===== src/rtl/cache_pkg.sv =====
// cache_pkg: shared FSM encoding and tag-word layout for cache_controller.
// Field positions below describe the default geometry (32/2/5).
package cache_pkg;

  localparam int DEF_ADDR_W   = 32;
  localparam int DEF_OFFSET_W = 2;
  localparam int DEF_IDX_W    = 5;
  localparam int DEF_DATA_W   = 32;

  localparam int TAG_W =
    DEF_ADDR_W - DEF_IDX_W - DEF_OFFSET_W;
  localparam int TAG_MEM_W = TAG_W + 2;
  localparam int VALID_POS = TAG_MEM_W - 1;
  localparam int DIRTY_POS = TAG_MEM_W - 2;

  typedef enum logic [2:0] {
    S_INIT,
    S_IDLE,
    S_COMPARE,
    S_WRITEBACK,
    S_ALLOCATE
  } state_t;

endpackage


===== src/rtl/cache_perf_counters.sv =====
// cache_perf_counters: saturating hit/miss/write-back event counters.
// Built only when CACHE_STATS_EN is defined.
module cache_perf_counters (
  input  logic        iCLK,
  input  logic        iRST_N,
  input  logic        hit_inc,
  input  logic        miss_inc,
  input  logic        wb_inc,
  output logic [31:0] hit_cnt,
  output logic [31:0] miss_cnt,
  output logic [31:0] wb_cnt
);

  // count events, holding at all-ones
  always_ff @(posedge iCLK or negedge iRST_N) begin
    if (!iRST_N) begin
      hit_cnt  <= '0;
      miss_cnt <= '0;
      wb_cnt   <= '0;
    end else begin
      if (hit_inc && hit_cnt != '1)
        hit_cnt <= hit_cnt + 32'd1;
      if (miss_inc && miss_cnt != '1)
        miss_cnt <= miss_cnt + 32'd1;
      if (wb_inc && wb_cnt != '1)
        wb_cnt <= wb_cnt + 32'd1;
    end
  end

endmodule


===== src/rtl/cache_controller.sv =====
// cache_controller: direct-mapped write-back write-allocate cache FSM.
// Optional CACHE_STATS_EN adds hit_cnt/miss_cnt/wb_cnt outputs.
module cache_controller #(
  parameter  int ADDR_W    = 32,
  parameter  int OFFSET_W  = 2,
  parameter  int IDX_W     = 5,
  parameter  int DATA_W    = 32,
  localparam int TAG_W     = ADDR_W - IDX_W - OFFSET_W,
  localparam int TAG_MEM_W = TAG_W + 2
) (
  input  logic                 iCLK,
  input  logic                 iRST_N,
  input  logic                 cpu_req,
  input  logic                 cpu_we,
  input  logic [ADDR_W-1:0]    cpu_addr,
  input  logic [DATA_W-1:0]    cpu_wdata,
  output logic [DATA_W-1:0]    cpu_rdata,
  output logic                 cpu_ready,
  output logic                 busy,
  output logic                 tag_we,
  output logic [IDX_W-1:0]     idx,
  output logic [TAG_MEM_W-1:0] tag_block_in,
  input  logic [TAG_MEM_W-1:0] tag_block_out,
  output logic                 data_we,
  output logic [DATA_W-1:0]    data_wdata,
  input  logic [DATA_W-1:0]    data_rdata,
  output logic                 mem_req,
  output logic                 mem_we,
  output logic [ADDR_W-1:0]    mem_addr,
  output logic [DATA_W-1:0]    mem_wdata,
  input  logic [DATA_W-1:0]    mem_rdata,
`ifdef CACHE_STATS_EN
  output logic [31:0]          hit_cnt,
  output logic [31:0]          miss_cnt,
  output logic [31:0]          wb_cnt,
`endif
  input  logic                 mem_ack
);

  import cache_pkg::*;

  localparam int V_POS = TAG_MEM_W - 1;
  localparam int D_POS = TAG_MEM_W - 2;
  localparam logic [IDX_W-1:0] LAST_IDX = '1;
  localparam logic [OFFSET_W-1:0] NO_OFS = '0;

  state_t state, state_nx;

  logic [IDX_W-1:0]  sweep;
  logic              req_we;
  logic [TAG_W-1:0]  req_tag;
  logic [IDX_W-1:0]  req_idx;
  logic [DATA_W-1:0] req_wdata;
  logic              req_ld;
  logic              tag_we_c;

  logic [TAG_W-1:0]  line_tag;
  logic              line_v;
  logic              line_d;
  logic              hit;

  logic unused_ofs;
  assign unused_ofs = ^cpu_addr[OFFSET_W-1:0];

  assign line_tag = tag_block_out[TAG_W-1:0];
  assign line_v   = tag_block_out[V_POS];
  assign line_d   = tag_block_out[D_POS];
  assign hit      = line_v && (line_tag == req_tag);

  // reset forces the sweep strobe and busy low
  assign tag_we = tag_we_c && iRST_N;
  assign busy   = (state != S_IDLE) && iRST_N;

  // state register
  always_ff @(posedge iCLK or negedge iRST_N) begin
    if (!iRST_N) state <= S_INIT;
    else         state <= state_nx;
  end

  // invalidation sweep index, wraps back to zero
  always_ff @(posedge iCLK or negedge iRST_N) begin
    if (!iRST_N)              sweep <= '0;
    else if (state == S_INIT) sweep <= sweep + 1'b1;
  end

  // capture the CPU request on acceptance
  always_ff @(posedge iCLK or negedge iRST_N) begin
    if (!iRST_N) begin
      req_we    <= 1'b0;
      req_tag   <= '0;
      req_idx   <= '0;
      req_wdata <= '0;
    end else if (req_ld) begin
      req_we    <= cpu_we;
      req_tag   <= cpu_addr[ADDR_W-1 -: TAG_W];
      req_idx   <= cpu_addr[OFFSET_W +: IDX_W];
      req_wdata <= cpu_wdata;
    end
  end

  // next state and all memory/CPU strobes
  always_comb begin
    state_nx     = state;
    req_ld       = 1'b0;
    tag_we_c     = 1'b0;
    tag_block_in = '0;
    data_we      = 1'b0;
    data_wdata   = '0;
    cpu_rdata    = '0;
    cpu_ready    = 1'b0;
    mem_req      = 1'b0;
    mem_we       = 1'b0;
    mem_addr     = '0;
    mem_wdata    = '0;
    idx          = req_idx;
    unique case (state)
      S_INIT: begin
        idx      = sweep;
        tag_we_c = 1'b1;
        if (sweep == LAST_IDX)
          state_nx = S_IDLE;
      end
      S_IDLE: begin
        if (cpu_req) begin
          req_ld   = 1'b1;
          state_nx = S_COMPARE;
        end
      end
      S_COMPARE: begin
        if (hit) begin
          cpu_ready = 1'b1;
          state_nx  = S_IDLE;
          if (req_we) begin
            tag_we_c     = 1'b1;
            tag_block_in = {1'b1, 1'b1, req_tag};
            data_we      = 1'b1;
            data_wdata   = req_wdata;
          end else begin
            cpu_rdata = data_rdata;
          end
        end else if (line_v && line_d) begin
          state_nx = S_WRITEBACK;
        end else begin
          state_nx = S_ALLOCATE;
        end
      end
      S_WRITEBACK: begin
        mem_req   = 1'b1;
        mem_we    = 1'b1;
        mem_addr  = {line_tag, req_idx, NO_OFS};
        mem_wdata = data_rdata;
        if (mem_ack)
          state_nx = S_ALLOCATE;
      end
      S_ALLOCATE: begin
        mem_req  = 1'b1;
        mem_addr = {req_tag, req_idx, NO_OFS};
        if (mem_ack) begin
          tag_we_c     = 1'b1;
          tag_block_in = {1'b1, 1'b0, req_tag};
          data_we      = 1'b1;
          data_wdata   = mem_rdata;
          state_nx     = S_COMPARE;
        end
      end
      default: state_nx = S_INIT;
    endcase
  end

`ifdef CACHE_STATS_EN
  logic first_cmp;

  // marks the first compare of each request
  always_ff @(posedge iCLK or negedge iRST_N) begin
    if (!iRST_N)                 first_cmp <= 1'b0;
    else if (req_ld)             first_cmp <= 1'b1;
    else if (state == S_COMPARE) first_cmp <= 1'b0;
  end

  cache_perf_counters u_perf (
    .iCLK     (iCLK),
    .iRST_N   (iRST_N),
    .hit_inc  (state == S_COMPARE && first_cmp && hit),
    .miss_inc (state == S_COMPARE && first_cmp && !hit),
    .wb_inc   (state == S_WRITEBACK && mem_ack),
    .hit_cnt  (hit_cnt),
    .miss_cnt (miss_cnt),
    .wb_cnt   (wb_cnt)
  );
`endif

endmodule

===== config.mk =====
export PLATFORM = sky130hd
export DESIGN_NAME = cache_controller
export DESIGN_NICKNAME = d
export VERILOG_FILES = /design/src/rtl/cache_pkg.sv /design/src/rtl/cache_perf_counters.sv /design/src/rtl/cache_controller.sv
export SDC_FILE = /design/constraint.sdc
export NUM_CORES = 1
export LEC_CHECK = 0
export ABC_CLOCK_PERIOD_IN_PS = 2780
export CORE_AREA = 2 2 126 128
export DETAILED_ROUTE_END_ITERATION = 10
export DIE_AREA = 0 0 128 130
export HOLD_SLACK_MARGIN = 0.1
export PLACE_DENSITY = 0.77
export SETUP_SLACK_MARGIN = 0.5
export SLEW_MARGIN = 20
export SYNTH_ARGS = -nofsm -noshare
export SYNTH_HDL_FRONTEND = slang
export SYNTH_HIERARCHICAL = 1
export SYNTH_SLANG_ARGS = --single-unit

===== constraint.sdc =====
create_clock -name iCLK -period 2.78 [get_ports iCLK]
set_input_delay 0.556 -clock iCLK [delete_from_list [all_inputs] [get_ports iCLK]]
set_output_delay 0.556 -clock iCLK [all_outputs]
set_load 0.02 [all_outputs]

==> results of run 1 <==
metal layers:
metal	global-route usage	up-vias
li1	-	2378
met1	0.265	2626
met2	0.423	251
met3	0.0660	45
met4	0.0957	0
met5	0	-
cell usage in the layout (no fill, tap or decap), drive strengths merged:
cell             n
a2111oi          1
a21boi          25
a22o            57
a31o             1
a41o             1
and2            34
and3             2
buf            299
bufinv           4
clkbuf          20
clkdlybuf4s15    5
clkdlybuf4s50  130
clkinv           2
conb             2
dfrtp           71
dlygate4sd2     18
dlygate4sd3      1
ha               2
inv              5
mux2            70
mux2i            2
nand2            7
nand2b           1
nand3            1
nand4            8
nor2             7
nor2b            5
nor3             3
nor3b           34
nor4             2
o21a             1
o21ai            2
o31a             1
xnor2           27
xor2             1
metrics by stage:
stage	setup WS (ns)	utilization	cell area, sq um
final	-0.253	0.724	11200
after global routing	-0.351	0.724	11200
after CTS	-0.228	0.655	10100
after detailed placement	-0.930	0.588	9080
after global placement	-0.888	0.588	9080
after floorplan	0.304	-	5400
how the worst max path moves through the flow:
stage                            end  cells after the start             start  slack [ns]
global placement    tag_block_in[23]                      9  tag_block_out[2]       -0.89
detailed placement      cpu_rdata[0]                      9  tag_block_out[2]       -0.93
floorplan              cpu_rdata[10]                      6  tag_block_out[2]        0.30
CTS                    cpu_rdata[17]                      9        req_tag[8]       -0.23
finish                 cpu_rdata[27]                      9       req_tag[18]       -0.25
global route           cpu_rdata[23]                      9       req_tag[18]       -0.35
where the power goes:
| group | switching [mW] | internal [mW] |
|---|---|---|
| registers | 0.469 | 1.56 |
| logic | 2.20 | 2.94 |
| clock network | 0.458 | 0.962 |
sequential cells by signal, indices dropped and copies added (netlist names):
name / cells
state: 3
req_tag: 25
req_we: 1
sweep: 5
req_wdata: 32
req_idx: 5
cell families (layout without fill, tap and decap cells):
family | Yosys count | in the layout | synth area share
flops | 71 | 71 | 0.372
fa+ha+maj | 2 | 2 | 0.00524
mux | 72 | 72 | 0.169
compound gates | 89 | 89 | 0.172
xor+xnor | 28 | 28 | 0.0513
simple gates | 104 | 104 | 0.175
buf+inv | 45 | 484 | 0.0550
other cells | 1 | 2 | 0.000785
cell type report:
| class | instances | area [sq um] |
|---|---|---|
| tap | 192 | 240 |
| inverter | 5 | 23.8 |
| fill | 1001 | 4260 |
| clock buffer | 9 | 225 |
| multi-input combinational | 297 | 3590 |
| timing repair buffer | 464 | 5170 |
| clock inverter | 6 | 134 |
| sequential | 71 | 1780 |
synth_stat cells, drive strengths merged:
cell      n  area (sq um)
nor2      7          26.3
mux2i     2          20.0
nor3b    34           412
and2     34           213
nor4      2          27.5
a22o     57           500
nand2     7          26.3
conb      1          3.75
nor2b     5          31.3
nand4     8          56.3
inv       5          18.8
nand2b    1          6.26
a31o      1          8.76
dfrtp    71          1780
a2111oi   1          15.0
o31a      1          8.76
buf      27           195
o21a      1          7.51
clkbuf   13          48.8
nand3     1          10.0
a41o      1          10.0
mux2     70           788
o21ai     2          10.0
a21boi   25           259
and3      2          12.5
ha        2          25.0
xnor2    27           236
xor2      1          8.76
nor3      3          15.0
what timing repair did:
| item | CTS | global route |
|---|---|---|
| setup endpoints to repair | 164 | 162 |
| hold buffers | 1 | 0 |
| pin swaps | 40 | 66 |
| cloned | 8 | 10 |
| endpoints found under the hold margin | 10 | 0 |
| resized for setup | 893 | 253 |
| buffers inserted | 36 | 38 |
==> impl_metrics.tcl, run 1 <==
set metrics [dict create \
    final.setup.tns_ns -16.82 \
    outcome "complete, but fails checks" \
    hp-class "in2async" \
    root_buffer "clkbuf_16" \
    layout-drive-gt1-share 0.649 \
    overflow 0 \
    drtIter0Drc 158 \
    end_kind "primary output" \
    regToRegSetupSlack_ns 0.57 \
    wl_met1_microns 8700 \
    rows 46 \
    drv_cap 0 \
    grt_pass1_vias 5296 \
    relSlewSlack 0.570 \
    insertion_delay_ns 0.34 \
    worstPathMaxFanout 7 \
    cp.required_ns 2.22 \
    path_cells "xnor2_2 -> nand4_1 -> nor4_4 -> buf_4 -> nand3_4 -> buf_12 -> buf_16 -> nor3b_4 -> buf_6" \
    cts_made_buffers 9 \
    topRoutingLayerUsed "met4" \
    via_per_inst 5.08 \
    grt_max_degree 50 \
    ys_types 39 \
    fmax_mhz 330 \
    period_minus_slack_ns 3.03 \
    static-leakage-power_nw 5.07 \
    avgSynthCellArea_sq_um 11.6 \
    cts_buffer_depth 2 \
    r2r_cells 8 \
    io_buffers 321 \
    synthCells 412 \
    antenna_found_initial 0 \
    ant_nets 0 \
    period_share 1.09 \
    cts_sinks 71 \
    slowest_stage "dfrtp_1" \
    ys_ff_latch 71 \
    start_kind "flip-flop" \
    die_x_microns 128 \
    drt-pass1-iter-count 4 \
    drc 0 \
    wl_met3_microns 1560 \
    cts.clk_slew.worst_paths_ns 0.06 \
    violations "setup timing" \
    initial_core_util 0.310 \
    finalPower_mw 8.58 \
    synth_area_sq_mm 0.00478 \
    setup_ws_ns -0.253 \
    cts_tree "yes" \
    whs_ns 0.241 \
    grt_pass1_wl_microns 29900 \
    met2_length_microns 11800 \
    critPathMaxStageDelay_ns 0.41 \
    core_sq_mm 0.0154 \
    setup_viol 94 \
    dieArea_sq_mm 0.0166 \
    wirelength_microns 22700 \
    cp.arrival_ns 2.48 \
    cts-htree-levels 3 \
    vias 5300 \
    yosysSeqAreaShare 0.372 \
    power_density_mw_per_mm2 769 \
    crit_family "simple AND/OR/NAND/NOR gates" \
    gp_congestion 0.818 \
    syn_to_final_growth_pct 134 \
    rsz0062_at_grt "true" \
    fin_skew_ns 0.00704 \
    tightestPinTransition_ns 0.644 \
    irDropWorstVdd_v 0.000561 \
    layoutNonFillerInstCount 1044 \
    dpl.hpwl_microns 13800 \
    ioPinCount 326 \
    hold_violations 0 \
    n_antenna_cell 0 \
    r2r-end "req_wdata[4]" \
    routedWlPerCell_microns 21.8 \
    crit_type "reg2out" \
    slew_viol_final 0 \
    grt_usage 0.236 \
    synth_warnings 6 \
    num-nets-final 1010 \
    fp.dieH_microns 130 \
    place_inst 936 \
    r2r_start "state[2]" \
    crit_buf_inv 4 \
]
Power figures use the tool's default switching activity.
==> run 2: changes to the inputs <==
--- a/config.mk
+++ b/config.mk
@@ -6,11 +6,12 @@
 export NUM_CORES = 1
 export LEC_CHECK = 0
 export ABC_CLOCK_PERIOD_IN_PS = 2780
-export CORE_AREA = 2 2 126 128
+export CELL_PAD_IN_SITES_DETAIL_PLACEMENT = 0
+export CELL_PAD_IN_SITES_GLOBAL_PLACEMENT = 1
+export CORE_UTILIZATION = 26
 export DETAILED_ROUTE_END_ITERATION = 10
-export DIE_AREA = 0 0 128 130
 export HOLD_SLACK_MARGIN = 0.1
-export PLACE_DENSITY = 0.77
+export PLACE_DENSITY = 0.87
 export SETUP_SLACK_MARGIN = 0.5
 export SLEW_MARGIN = 20
 export SYNTH_ARGS = -nofsm -noshare
==> impl_metrics.tcl, run 2 (synthesis gave the netlist of run 1 again) <==
set metrics [dict create \
    outcome "complete, but fails checks" \
    violations "setup timing" \
    relSlewSlack 0.554 \
    via_per_inst 4.77 \
    p_int_mw 4.98 \
    start_kind "input pin" \
    ant_nets 0 \
    drv_cap 0 \
    cp.required_ns 2.22 \
    n_antenna_cell 0 \
    grt_pass1_wl_microns 28100 \
    insertion_delay_ns 0.34 \
    design_area_sq_mm 0.0108 \
    drc 0 \
    dpl_cell_area_sq_mm 0.00912 \
    static-leakage-power_nw 4.81 \
    grt_max_degree 50 \
    cts.clk_slew.worst_paths_ns 0.06 \
    p_comb_frac 0.599 \
    cts_sinks 71 \
    die_x_microns 138 \
    layout-drive-gt1-share 0.632 \
    slowest_stage "nand4_1" \
    hp-class "in2async" \
    ioPinCount 326 \
    io_buffers 321 \
    root_buffer "clkbuf_16" \
    crit_family "buffers and inverters" \
    cts_tree "yes" \
    final_cell_mix "175 x buf_6, 130 x clkdlybuf4s50_1, 70 x dfrtp_1" \
    clockPowerShare 0.148 \
    crit_type "in2out" \
    wirelength_microns 20600 \
    gp_congestion 0.854 \
    drtIter0Drc 127 \
    core_sq_mm 0.0180 \
    syn_to_final_growth_pct 125 \
    whs_ns 0.234 \
    irDropWorstVdd_v 0.000428 \
    nFillCells 1380 \
    fmax_mhz 335 \
    power_density_mw_per_mm2 740 \
    dpl.hpwl_microns 13500 \
    grt_usage 0.199 \
    rsz0062_at_grt "true" \
    period_share 1.07 \
    period_minus_slack_ns 2.98 \
    finalPower_mw 7.96 \
    grt_pass1_vias 4975 \
    top_register "req_wdata" \
    overflow 0 \
    end_kind "primary output" \
    cts_made_buffers 9 \
    routedWlPerCell_microns 19.5 \
    antenna_found_initial 3 \
    setup_viol 92 \
    p_sw_frac 0.375 \
    worstPathMaxFanout 8 \
    cts-htree-levels 3 \
    rows 49 \
    fin_skew_ns 0.00931 \
    crit_buf_inv 6 \
    netSwitchingPower_mw 2.98 \
    setup_ws_ns -0.201 \
    drt-pass1-iter-count 4 \
    hold_violations 0 \
    crit_top_cell "buf_6" \
    seq_power_share 0.253 \
    slew_viol_final 0 \
    path_cells "clkdlybuf4s15_2 -> xnor2_2 -> nand4_1 -> nor4_4 -> buf_4 -> buf_6 -> nand3_4 -> buf_12 -> clkbuf_16 -> nor3b_4 -> buf_6" \
    cts_buffer_depth 2 \
    largest_register_ffs 32 \
    tightestPinTransition_ns 0.669 \
    critPathMaxStageDelay_ns 0.23 \
    num-nets-final 981 \
    final.setup.tns_ns -9.28 \
    vias 5027 \
    initial_core_util 0.266 \
    final_util 0.599 \
    cp.arrival_ns 2.42 \
    dieArea_sq_mm 0.0189 \
    fp.dieH_microns 138 \
    top_regs "req_wdata: 32 flops, req_tag: 25 flops" \
    final_common_cell "buf_6" \
]
[run 2: area by class of cell]
| type | count | area (sq um) | share of cell area |
|---|---|---|---|
| repair buffers | 435 | 4830 | 0.449 |
| multi-input cells | 297 | 3540 | 0.329 |
| well taps | 229 | 287 | 0.0266 |
| inverters | 5 | 26.3 | 0.00244 |
| clock buffers | 10 | 229 | 0.0213 |
| clock inverters | 6 | 68.8 | 0.00640 |
| flip-flops and latches | 71 | 1780 | 0.166 |
[run 2: power by group through the flow]
stage,Sequential (mW),Clock [mW],Combinational [mW]
floorplan,1.92,0,2.27
global placement,1.99,0,3.90
detailed placement,2.00,0,3.98
CTS,2.00,1.21,4.24
global route,2.08,1.26,5.03
finish,2.01,1.18,4.77
[run 2: path summary, 6_finish.rpt]
check | startpoint | to | slack [ns] | cells past startpoint
min in group iCLK | sweep[3] | sweep[3] | 0.50 | 1
min | iRST_N | state[1] | 0.23 | 2
min reg2reg | sweep[3] | sweep[3] | 0.50 | 1
max | tag_block_out[17] | cpu_rdata[23] | -0.20 | 11
max reg2reg | state[2] | req_tag[18] | 0.68 | 7
max in group asynchronous | iRST_N | req_wdata[24] | 1.76 | 2
[run 2: stage by stage]
| step | worst slack [ns] | cells |
|---|---|---|
| CTS | -0.210 | 1018 |
| detailed placement | -0.833 | 971 |
| global placement | -0.843 | 971 |
| finish | -0.201 | 1053 |
| global route | -0.277 | 1053 |
| floorplan | 0.304 | 413 |
[run 2: layer usage]
metal,GRT usage,vias up,share of wire
li1,-,2322,-
met4,0.0659,6,0.026
met1,0.235,2445,0.39
met2,0.348,212,0.52
met3,0.0522,42,0.068
met5,0,-,0.0016
[run 2: worst reg2reg max path, cell delays in order, from the launching register on]
cell      delay [ns]
dfrtp_1         0.39
buf_6           0.14
nand2b_4        0.15
buf_4           0.13
buf_4           0.14
nor3b_2         0.36
buf_12          0.27
mux2_2          0.40
[run 2: timing repair]
action | CTS | global route
setup endpoints to repair | 164 | 164
pin swaps | 39 | 60
hold buffers | 1 | 0
setup buffers | 22 | 29
hold endpoints to repair | 8 | 0
resized for setup | 741 | 347
cloned | 8 | 6
==> RTL edit 1, RTL diff (config.mk and constraints of run 1) <==
`NO_OFS`: '0 -> 1.
--- a/src/rtl/cache_controller.sv
+++ b/src/rtl/cache_controller.sv
@@ -43,5 +43,5 @@
   localparam int D_POS = TAG_MEM_W - 2;
   localparam logic [IDX_W-1:0] LAST_IDX = '1;
-  localparam logic [OFFSET_W-1:0] NO_OFS = '0;
+  localparam logic [OFFSET_W-1:0] NO_OFS = 1;
 
   state_t state, state_nx;
Function: same outputs for any inputs over 10 cycles, from zero or initial values and one cycle with iRST_N low; that may be too few to reach the edited logic, so the function may still have changed.
==> RTL edit 1 against run 1 <==
The run still ends with negative setup slack left; register-to-register slack improved by 0.39 ns; global-route usage rose by 0.82 points; sequential cell count did not move; cell area fell by 7.0%; die area did not move; combinational power rose by 5.6%; sequential power fell by 8%; clock skew barely moved; synthesized area fell by 1.1%; largest power group unchanged; wire length fell by 4.4%; non-clock buffer count fell by 25; total power fell by 1.1%; worst setup slack got worse by 0.048 ns.
==> RTL edit 1: results (changes against run 1) <==
[setup_path]
timing.rr.start = state[0]
worst-path-max-fanout = 8  ; +1
timing.critical_path.max_delay_family = buffers and inverters
regToRegEndpoint = req_tag[16]
critical_path_arrival_ns = 2.53  ; +0.05 ns
worst_path_largest_cell_delay_ns = 0.27  ; -0.14 ns

[layout]
post_route_cells_drive_above_1_share_pct = 47.8  ; -17 points
final_nets = 1088  ; +7.7%

[status]
failing_checks = negative setup slack
run_status = complete, but fails checks

[global_route]
grt.met1_usage_pct = 28.0  ; +1.5 points
grt_max_degree = 66  ; +32%
tot_gr_track_use_pct = 24.4  ; +0.82 points
grt_antenna_before_repair = 3  ; +3

[pwr]
leakagePower_nw = 4.82  ; -4.9%
power.ir.vdd_worst_v = 0.000739  ; +32%

[sta]
relSlewSlack_pct = 58.9  ; +1.8 points
worst_slack_ns = -0.301  ; -0.0482 ns
final-setup-viol-count = 94  ; unchanged
setup_tns_ns = -21.52  ; -4.70 ns

[synth]
synth_top_cells_by_count = nand2_1 (74), dfrtp_1 (71), o21ai_0 (70)
synth-adder-area-share_pct = 0.530  ; +0.0058 points
synth_xor_xnor_area_share_pct = 4.79  ; -0.34 points

[place]
port_buffers = 322  ; +0.31%
routability_cong = 0.811  ; -0.81%

[RTL edit 1: timing repair]
item	in CTS	in global routing
setup endpoints to repair	164	145
setup buffers	26	19
pin swaps	34	58
gates resized for setup	835	114
cloned	10	2
[RTL edit 1: worst register-to-register path, cell delays in order, from the launching register on]
cell	delay [ns]
dfrtp_1	0.37
buf_6	0.13
buf_4	0.12
nand2b_4	0.06
buf_4	0.14
nor2_4	0.15
buf_4	0.48
nand2_1	0.19
o21ai_0	0.10
[RTL edit 1: where the power goes]
part	internal (mW)	switching, mW	total (mW)
Sequential	1.55	0.318	1.87
Combinational	2.84	2.60	5.43
Clock	0.696	0.496	1.19
[RTL edit 1: per-stage QoR]
stage	util (%)	area, sq um	setup slack [ns]	hold WS [ns]	cells
after floorplan	-	5260	0.305	0.260	522
final	67.3	10400	-0.301	0.273	1127
after global routing	67.3	10400	-0.394	0.302	1126
after detailed placement	59.0	9100	-0.953	0.498	1050
after global placement	59.0	9100	-0.981	0.474	1050
after CTS	65.0	10000	-0.377	0.277	1102
[RTL edit 1: area by class of cell]
cell class | count | area, sq um
clock buffers | 9 | 225
fillers | 1202 | 5040
well taps | 192 | 240
flip-flops and latches | 71 | 1780
multi-input cells | 365 | 3400
inverters | 40 | 158
diodes | 4 | 10.0
clock inverters | 7 | 72.6
repair buffers | 439 | 4500
[RTL edit 1: worst max path at each step]
stage,startpoint,to,slack [ns],depth (start not counted)
after floorplan,tag_block_out[6],cpu_rdata[10],0.31,6
after global placement,tag_block_out[8],data_wdata[25],-0.98,10
after detailed placement,tag_block_out[8],data_wdata[3],-0.95,10
after CTS,req_tag[5],cpu_rdata[6],-0.38,9
after global routing,req_tag[5],data_wdata[8],-0.39,9
final,tag_block_out[7],cpu_rdata[22],-0.30,10
==> RTL edit 2, RTL diff (settings of run 1) <==
Without the edit above. Encoding of `state_t`: now one-hot (5 bits for 5 states).
--- a/src/rtl/cache_pkg.sv
+++ b/src/rtl/cache_pkg.sv
@@ -14,10 +14,10 @@
   localparam int DIRTY_POS = TAG_MEM_W - 2;
 
-  typedef enum logic [2:0] {
-    S_INIT,
-    S_IDLE,
-    S_COMPARE,
-    S_WRITEBACK,
-    S_ALLOCATE
+  typedef enum logic [4:0] {
+    S_INIT      = 5'b00001,
+    S_IDLE      = 5'b00010,
+    S_COMPARE   = 5'b00100,
+    S_WRITEBACK = 5'b01000,
+    S_ALLOCATE  = 5'b10000
   } state_t;
 
Formal check against the unedited RTL: same outputs for any inputs over 10 cycles, from zero or initial values and one cycle with iRST_N low; not proved beyond that.
==> RTL edit 2 against run 1 <==
The flow still finishes with violations (negative setup slack); critical path type is now input port to output port; cell area decreased by 7.7%; worst setup slack worse by 0.049 ns; sequential cell count rose by 2; non-clock buffer count fell by 35; critical endpoint is now cpu_rdata[0]; synthesized area is 4.2% lower; sequential share of layout area grew 1.8 points; wire length shrank 6.9%; largest cell class unchanged.
Power is not compared: it rests on default switching activity, and its combinational part moved more than twofold at a synthesized area within 25%.
==> RTL edit 2: results (changes against run 1) <==
[status]
run_status = complete, but fails checks
failing_checks = negative setup slack

[global_route]
grt_pass1_vias = 5249  ; -0.89%
grt_antenna_before_repair = 2  ; +2
grt_pass1_wl_um = 29100  ; -2.8%
tot_gr_track_use_pct = 22.5  ; -1.0 points
grt_max_degree = 74  ; +48%

[setup_path]
crit_slowest_cell = or4_4
timing.critical_path.max_delay_family = simple AND/OR/NAND/NOR gates
worst-path-max-fanout = 8  ; +1
worst_path_largest_cell_delay_ns = 0.51  ; +0.10 ns
critical_path_arrival_ns = 2.53  ; +0.05 ns
r2r.worst_path.cells = 9  ; +1

[sta]
worst_slack_ns = -0.302  ; -0.0491 ns
report.final.slew_viol_count = 0  ; unchanged
final-setup-viol-count = 94  ; unchanged
setup_tns_ns = -22.68  ; -5.86 ns
max_slew.worst_pin.slew_ns = 0.958  ; +0.314 ns
fin_worst_skew_ns = 0.00610  ; -0.000942 ns

[route]
wl_per_cell_um = 20.3  ; -6.6%
drt_first_iter_violations = 150  ; -5.1%
routed_wl_um = 21200  ; -6.9%
vias_per_cell = 5.07  ; -0.15%

[clock_network]
htree_levels = 3  ; unchanged
worstSkewPairLatency_ns = 0.33
cts.root.buffer_cell = clkbuf_16
cts.path.max_buffers = 2  ; unchanged
cts_inserted_buffers = 9  ; unchanged
clk_slew_on_worst_s_h_paths_ns = 0.06  ; about the same

[layout]
final.fill_count = 1104  ; +10%
final_nets = 1004  ; -0.59%
post_route_cells_drive_above_1_share_pct = 60.3  ; -4.6 points
largest_registers = req_wdata (32), req_tag (25)

[run]
max_cap_viol_count = 0  ; unchanged

[synth]
synth-compound-area-share_pct = 16.8  ; -0.37 points
synth_xor_xnor_area_share_pct = 5.55  ; +0.42 points
synth_top_cells_by_count = dfrtp_1 (72), mux2_2 (63), a22o_1 (56)
async_s_r_ff_share_synth_pct = 100  ; unchanged
ys_top_cells_by_area = dfrtp_1 (39%), mux2_2 (16%), a22o_1 (11%)
synth_cell_types = 44  ; +13%
register_area_share_after_synthesis_pct = 40.0  ; +2.8 points
synth_mux_area_share_pct = 15.5  ; -1.4 points
synth-adder-area-share_pct = 0.547  ; +0.023 points
synth_cells = 436  ; +5.8%
dominantRegCellSynth = dfrtp_1

[place]
port_buffers = 321  ; unchanged
dpl.hpwl_um = 13800  ; -0.30%
placedInstanceArea_sq_um = 8770  ; -3.4%
post-place-cells = 968  ; +3.4%
dpl_worst_slack_ns = -1.14  ; -0.206 ns
routability_cong = 0.843  ; +3.2%

[pwr]
leakagePower_nw = 4.98
power.ir.vdd_worst_v = 0.000405

[RTL edit 2: cell count changes in the layout (fill, tap and decap cells not counted), moves of 11 or more]
| cell | delta |
|---|---|
| buf_6 | -34 |
| nor3b_4 | -30 |
| dlygate4sd2_1 | -17 |
| and3_1 | +21 |
| and3_4 | +11 |
| buf_4 | +11 |
| buf_2 | +13 |
| nand2_1 | +14 |
[RTL edit 2: per-layer routing]
layer / vias to the layer above / share of wire (%) / global-route usage, %
met5: - / 0 / 0
met4: 0 / 2.2 / 7.11
met3: 34 / 6.3 / 4.26
met2: 244 / 55 / 44.2
met1: 2598 / 36 / 24.3
li1: 2401 / - / -
[RTL edit 2: where the power goes]
part | switching (mW) | internal (mW)
clock | 0.445 | 0.965
combinational | 0.567 | 0.806
sequential | 0.180 | 1.25
[RTL edit 2: final cells by class]
cell class	instances	area (sq um)	share of cell area, %
timing repair buffer	429	4500	43.6
multi-input combinational	323	3350	32.5
sequential	73	1830	17.7
tap	192	240	2.33
clock buffer	10	229	2.22
clock inverter	6	130	1.26
inverter	6	27.5	0.267
antenna	2	5.00	0.0486
[RTL edit 2: repair_timing]
| item | CTS | global route |
|---|---|---|
| pin swaps | 41 | 57 |
| resized for setup | 725 | 381 |
| setup endpoints to repair | 167 | 164 |
| cloned | 6 | 9 |
| buffers inserted | 15 | 25 |
[RTL edit 2: final timing paths]
kind	endpoint	startpoint	slack, ns
worst min register to register	sweep[2]	sweep[2]	0.54
worst max register to register	state[1]	req_tag[6]	0.73
worst max-delay path	cpu_rdata[0]	tag_block_out[12]	-0.30
max in group asynchronous	state[3]	iRST_N	1.63
min in group iCLK	sweep[2]	sweep[2]	0.54
worst min-delay path	req_wdata[14]	iRST_N	0.48
